## src/rtl/wb_drain_queue_pkg.sv

```systemverilog
// Shared types for the writeback drain queue: queued entry layout and port count.
package wb_pkg;
  localparam int WB_XLEN = 32;
  localparam int WB_PORTS = 2;

  typedef struct packed {
    logic [4:0]         idx;
    logic [WB_XLEN-1:0] data;
  } wb_entry_t;
endpackage

```

## src/rtl/wb_rr_arbiter.sv

```systemverilog
// Round-robin grant of up to two requesters per cycle, bounded by a slot limit.
module wb_rr_arbiter
  import wb_pkg::*;
#(
  parameter int NUM_FU = 4,
  localparam int SW = $clog2(NUM_FU)
) (
  input  logic                             clock,
  input  logic                             reset_n,
  input  logic [NUM_FU-1:0]                req,
  input  logic [1:0]                       limit,
  output logic [NUM_FU-1:0]                grant,
  output logic [WB_PORTS-1:0]              gnt_vld,
  output logic [WB_PORTS-1:0][SW-1:0]      gnt_fu
);

  logic [SW-1:0] rr_ptr, rr_next, last, i;
  logic [SW:0]   s, last_inc;
  logic [1:0]    n;

  // gnt_fu[0] is the older grant (first in scan order from rr_ptr)
  always_comb begin
    grant   = '0;
    gnt_vld = '0;
    gnt_fu  = '0;
    n       = '0;
    last    = rr_ptr;
    s       = '0;
    i       = '0;
    for (int k = 0; k < NUM_FU; k++) begin
      s = {1'b0, rr_ptr} + (SW+1)'(k);
      if (s >= (SW+1)'(NUM_FU)) s = s - (SW+1)'(NUM_FU);
      i = s[SW-1:0];
      if (req[i] && (n < limit)) begin
        grant[i] = 1'b1;
        if (n == 2'd0) begin
          gnt_vld[0] = 1'b1;
          gnt_fu[0]  = i;
        end else begin
          gnt_vld[1] = 1'b1;
          gnt_fu[1]  = i;
        end
        last = i;
        n    = n + 2'd1;
      end
    end
  end

  assign last_inc = {1'b0, last} + (SW+1)'(1);
  assign rr_next  = (last_inc >= (SW+1)'(NUM_FU)) ? '0 : last_inc[SW-1:0];

  always_ff @(posedge clock) begin
    if (!reset_n)      rr_ptr <= '0;
    else if (|gnt_vld) rr_ptr <= rr_next;
  end

endmodule

```

## src/rtl/wb_drain_queue.sv

```systemverilog
// Buffers FU writeback results in order and drains up to two per cycle to the
// register file, coalescing adjacent same-register writes and dropping r0.
module wb_drain_queue
  import wb_pkg::*;
#(
  parameter int NUM_FU = 4,
  parameter int DEPTH  = 8,
  parameter int XLEN   = WB_XLEN   // must match the package entry width
) (
  input  logic                           clock,
  input  logic                           reset_n,
  input  logic [NUM_FU-1:0]              fu_valid,
  input  logic [NUM_FU-1:0][4:0]         fu_idx,
  input  logic [NUM_FU-1:0][XLEN-1:0]    fu_data,
  output logic [NUM_FU-1:0]              fu_ready,
  input  logic                           flush,
  output logic                           write_en_1,
  output logic                           write_en_2,
  output logic [4:0]                     write_idx_1,
  output logic [4:0]                     write_idx_2,
  output logic [XLEN-1:0]                write_data_1,
  output logic [XLEN-1:0]                write_data_2,
  output logic [$clog2(DEPTH):0]         count,
  output logic                           full,
  output logic                           empty
);

  localparam int PW = $clog2(DEPTH);
  localparam int CW = PW + 1;
  localparam int SW = $clog2(NUM_FU);

  wb_entry_t                      mem [DEPTH];
  logic [PW-1:0]                  head, tail, tail2;
  logic [CW-1:0]                  free;
  logic [1:0]                     limit, enq, pop;
  logic [WB_PORTS-1:0]            gnt_vld;
  logic [WB_PORTS-1:0][SW-1:0]    gnt_fu;
  logic                           e0, e1;
  wb_entry_t                      ent_a, ent_b, hd0, hd1;

  assign full  = (count == CW'(DEPTH));
  assign empty = (count == '0);
  assign free  = CW'(DEPTH) - count;

  // Slot credit comes from start-of-cycle occupancy only; same-cycle pops don't count.
  always_comb begin
    limit = 2'd0;
    if (reset_n && !flush && !full)
      limit = (free >= CW'(2)) ? 2'd2 : free[1:0];
  end

  wb_rr_arbiter #(.NUM_FU(NUM_FU)) u_arb (
    .clock   (clock),
    .reset_n (reset_n),
    .req     (fu_valid),
    .limit   (limit),
    .grant   (fu_ready),
    .gnt_vld (gnt_vld),
    .gnt_fu  (gnt_fu)
  );

  // r0 writes are accepted from the FU but never occupy a slot
  always_comb begin
    ent_a.idx  = fu_idx[gnt_fu[0]];
    ent_a.data = fu_data[gnt_fu[0]];
    ent_b.idx  = fu_idx[gnt_fu[1]];
    ent_b.data = fu_data[gnt_fu[1]];
    e0         = gnt_vld[0] && (ent_a.idx != 5'd0);
    e1         = gnt_vld[1] && (ent_b.idx != 5'd0);
    enq        = {1'b0, e0} + {1'b0, e1};
    tail2      = tail + PW'(e0);
  end

  assign hd0 = mem[head];
  assign hd1 = mem[head + PW'(1)];

  always_comb begin
    write_en_1   = 1'b0;
    write_idx_1  = '0;
    write_data_1 = '0;
    write_en_2   = 1'b0;
    write_idx_2  = '0;
    write_data_2 = '0;
    pop          = 2'd0;
    if (reset_n && count == CW'(1)) begin
      write_en_1   = 1'b1;
      write_idx_1  = hd0.idx;
      write_data_1 = hd0.data;
      pop          = 2'd1;
    end else if (reset_n && count >= CW'(2)) begin
      pop = 2'd2;
      if (hd0.idx == hd1.idx) begin
        // same register back to back: only the younger value matters
        write_en_1   = 1'b1;
        write_idx_1  = hd1.idx;
        write_data_1 = hd1.data;
      end else begin
        write_en_1   = 1'b1;
        write_idx_1  = hd0.idx;
        write_data_1 = hd0.data;
        write_en_2   = 1'b1;
        write_idx_2  = hd1.idx;
        write_data_2 = hd1.data;
      end
    end
  end

  always_ff @(posedge clock) begin
    if (reset_n && !flush) begin
      if (e0) mem[tail]  <= ent_a;
      if (e1) mem[tail2] <= ent_b;
    end
  end

  always_ff @(posedge clock) begin
    if (!reset_n || flush) begin
      head  <= '0;
      tail  <= '0;
      count <= '0;
    end else begin
      head  <= head + PW'(pop);
      tail  <= tail + PW'(enq);
      count <= count + CW'(enq) - CW'(pop);
    end
  end

  a_no_overflow: assert property (@(posedge clock) disable iff (!reset_n) count <= CW'(DEPTH));

endmodule

```

## config.mk

```make
export PLATFORM = sky130hd
export DESIGN_NAME = wb_drain_queue
export DESIGN_NICKNAME = d
export VERILOG_FILES = /design/src/rtl/wb_drain_queue_pkg.sv /design/src/rtl/wb_rr_arbiter.sv /design/src/rtl/wb_drain_queue.sv
export SDC_FILE = /design/constraint.sdc
export NUM_CORES = 1
export LEC_CHECK = 0
export ABC_AREA = 1
export BUFFER_PORTS_ARGS = -buffer_cell sky130_fd_sc_hd__buf_2
export CAP_MARGIN = 25
export CORE_MARGIN = 3
export CORE_UTILIZATION = 25
export CTS_CLUSTER_DIAMETER = 200
export DETAILED_ROUTE_END_ITERATION = 7
export GPL_ROUTABILITY_DRIVEN = 1
export PLACE_DENSITY = 0.41
export SLEW_MARGIN = 20
export SYNTH_ARGS = -nofsm -noshare
export SYNTH_HDL_FRONTEND = slang
export SYNTH_SLANG_ARGS = --single-unit
export TNS_END_PERCENT = 1
```

## constraint.sdc

```tcl
create_clock -name clock -period 6.4 [get_ports clock]
set_clock_uncertainty 0.15 [all_clocks]
set_input_delay 0 -clock clock [delete_from_list [all_inputs] [get_ports clock]]
set_output_delay 0 -clock clock [all_outputs]
set_load 0.005 [all_outputs]
```

==> results.cfg <==
[status]
status = complete, no violations

[cells_and_area]
drive_gt1_share_pct = 14.6
layout_common_cells = 1058 x nand2_1, 305 x nand4_1, 296 x edfxtp_1, 240 x buf_2, 231 x nor2_1
syn_to_final_growth_pct = 17.5
num-nets-final = 3514
final_common_cell = nand2_1

[cts]
h-tree-depth = 2
cts_tree = yes
cts_buffers = 43
insertion_delay_ns = 0.57
cts.clk_slew.worst_paths_ns = 0.06
root_buffer = clkbuf_16
cts_sinks = 308
cts_buffer_depth = 3

[grt]
groute.usage.overall_pct = 22.3
grt_antenna_before_repair = 0
grt.overflow.total = 0
grt_pass1_vias = 23944
grt_max_degree = 183
grt_pass1_wl_um = 165000

[route]
wire_per_inst_um = 24.4
routed_wl_um = 113000
vias = 24858
via_per_inst = 5.40
drc = 0
initialDrtViolationCount = 2580
ant_nets = 0
dr.pass1.iters = 5

[floorplanning]
num_rows = 111
die_area_um2 = 97200
coreArea_um2 = 92200
die_y_um = 312
num_io_pins = 241
die_x_um = 312
start_util_pct = 25.3

[yosys]
avgSynthCellArea_um2 = 7.26
synth-seq-cells = 308
synth_cells = 3219
yosysUniqueCellTypes = 46
yosys.area.top_type = edfxtp_1
synth_fp_nets = 3403
synth_top_area_share_pct = 38.0
seq_area_frac_synth_pct = 39.1
synthesis.area_um2 = 23400
ys.warnings.count = 0
synthTopCellsByArea = edfxtp_1 38%, nand2_1 17%, nand4_1 8.2%

[placement]
place.gp.congestion = 0.794
dp_hpwl_um = 68600
io_buffers = 240
pre_cts_slack_ns = 0.207

[setup_path]
worstPathRequired_ns = 6.76
path_class = flip-flop to flip-flop
critPathMaxStageDelay_ns = 0.50
path_max_fanout = 9
rrSetupSlack_ns = 0.56
crit_top_cell = inv_1
critPathCaptureType = flip-flop
cp-start-kind = flip-flop
crit_path_top_delay_cell = fa_1
crit_arrival_ns = 6.20

[sta]
tightestPinTransition_ns = 1.13
finalSetupViolations = 0
timing.fmax_ghz = 0.171
fin_crit_sh_pct = 91.3
relSlewSlack_pct = 24.3
worst_slack_ns = 0.560
rsz0062_at_grt = false
setup_tns_ns = 0
layout_min_cycle_time_ns = 5.84
hold_viol_final = 0
slew_viol_final = 0

[power]
peakVddDrop_v = 0.000435
power_density_nw_per_um2 = 567
p_leak_nw = 11.2

[flow_run]
max_cap_viol_count = 0

[hold_path]
hold_class = input pin to flip-flop
[worst max-delay path: cells and delay by family (launching register included)]
| family | cells | cell delay [ns] |
|---|---|---|
| compound gates | 6 | 1.00 |
| fa+ha+maj | 5 | 1.64 |
| buf+inv | 6 | 0.73 |
| flops | 1 | 0.42 |
| simple gates | 17 | 1.81 |
[where the power goes]
group / internal (mW) / total, mW / switching, mW
Sequential: 3.21 / 3.33 / 0.120
Combinational: 2.70 / 9.83 / 7.13
Clock: 1.42 / 2.40 / 0.980
Total: 7.33 / 15.6 / 8.23
[cell type report]
| cell class | count | area [um^2] |
|---|---|---|
| Fill cell | 10012 | 64800 |
| Tap cell | 1243 | 1560 |
| Clock buffer | 49 | 1100 |
| Sequential cell | 308 | 9140 |
| Timing Repair Buffer | 372 | 2440 |
| Inverter | 93 | 359 |
| Clock inverter | 25 | 240 |
| Antenna cell | 2 | 5.00 |
| Multi-Input combinational cell | 2512 | 12600 |
[cells by family (layout without fill, tap and decap cells)]
kind of cell               count (synthesis)  in the layout  synth area share (%)
xor gates and xnor gates                  12             12                 0.450
and+or+nand+nor                         1840           1840                  34.4
buffers and inverters                    399            539                  7.94
AOI/OAI and AO/OA                        631            631                  16.4
other                                      0              2                     0
DFF                                      308            308                  39.1
adders and majority gates                 29             29                  1.68
[routing by layer]
metal	part of all wire (%)	GRT usage (%)	wire length [um]
met3	6.3	2.77	7090
met2	46	36.1	51600
met5	0	0	0
met4	1.9	5.33	2180
met1	46	31.8	51700
[synthesized netlist by cell type (all sizes together)]
cell type  count
o21ai        219
buf          102
a221oi         3
o211ai         9
a22oi         32
ha            25
a21o           1
o22ai         67
a21oi        160
edfxtp       296
clkinv         2
inv           91
nand4        305
fa             4
nand3        198
a211oi         1
a21boi         4
dfxtp         12
xor2           8
o32ai          1
a32oi         32
clkbuf       204
o221ai        62
a31o           1
nor2         248
nand2       1089
a31oi         35
a221o          4
xnor2          4
[repair_timing]
action                                  in CTS  in global routing
resized for setup                            0                 22
hold buffers                                23                  1
buffers inserted                             0                  3
endpoints found under the setup margin       0                506
endpoints found under the hold margin       92                  2
[flip-flops by register name, summed over array words and instances, names as in the netlist]
signal / count
count: 4
mem: 296
head: 3
u_arb.rr_ptr: 2
tail: 3
[path summary, 6_finish.rpt]
path / start / endpoint / depth (start not counted)
setup / recovery: count[1]$_SDFF_PP0_ / count[3]$_SDFF_PP0_ / 34
hold / removal: fu_data[1] / mem[1][1]$_DFFE_PP_ / 6
setup reg to reg: count[1]$_SDFF_PP0_ / count[3]$_SDFF_PP0_ / 34
hold reg to reg: tail[2]$_SDFF_PP0_ / tail[2]$_SDFF_PP0_ / 2
[through the flow]
stage / hold slack, ns / cell area [um^2] / instances / power [mW] / util, %
3_5_place_dp: 0.152 / 25700 / 4496 / 13.0 / 27.8
6_report: 0.00193 / 27500 / 4604 / 15.6 / 29.8
3_3_place_gp: 0.150 / 25700 / 4496 / 13.0 / 27.8
2_1_floorplan: -0.0116 / 23400 / 3219 / 9.26 / -
5_1_grt: 0.0110 / 27400 / 4602 / 16.7 / 29.8
4_1_cts: 0.00102 / 27200 / 4593 / 15.5 / 29.5
No activity file was read; power rests on OpenSTA's default activity.
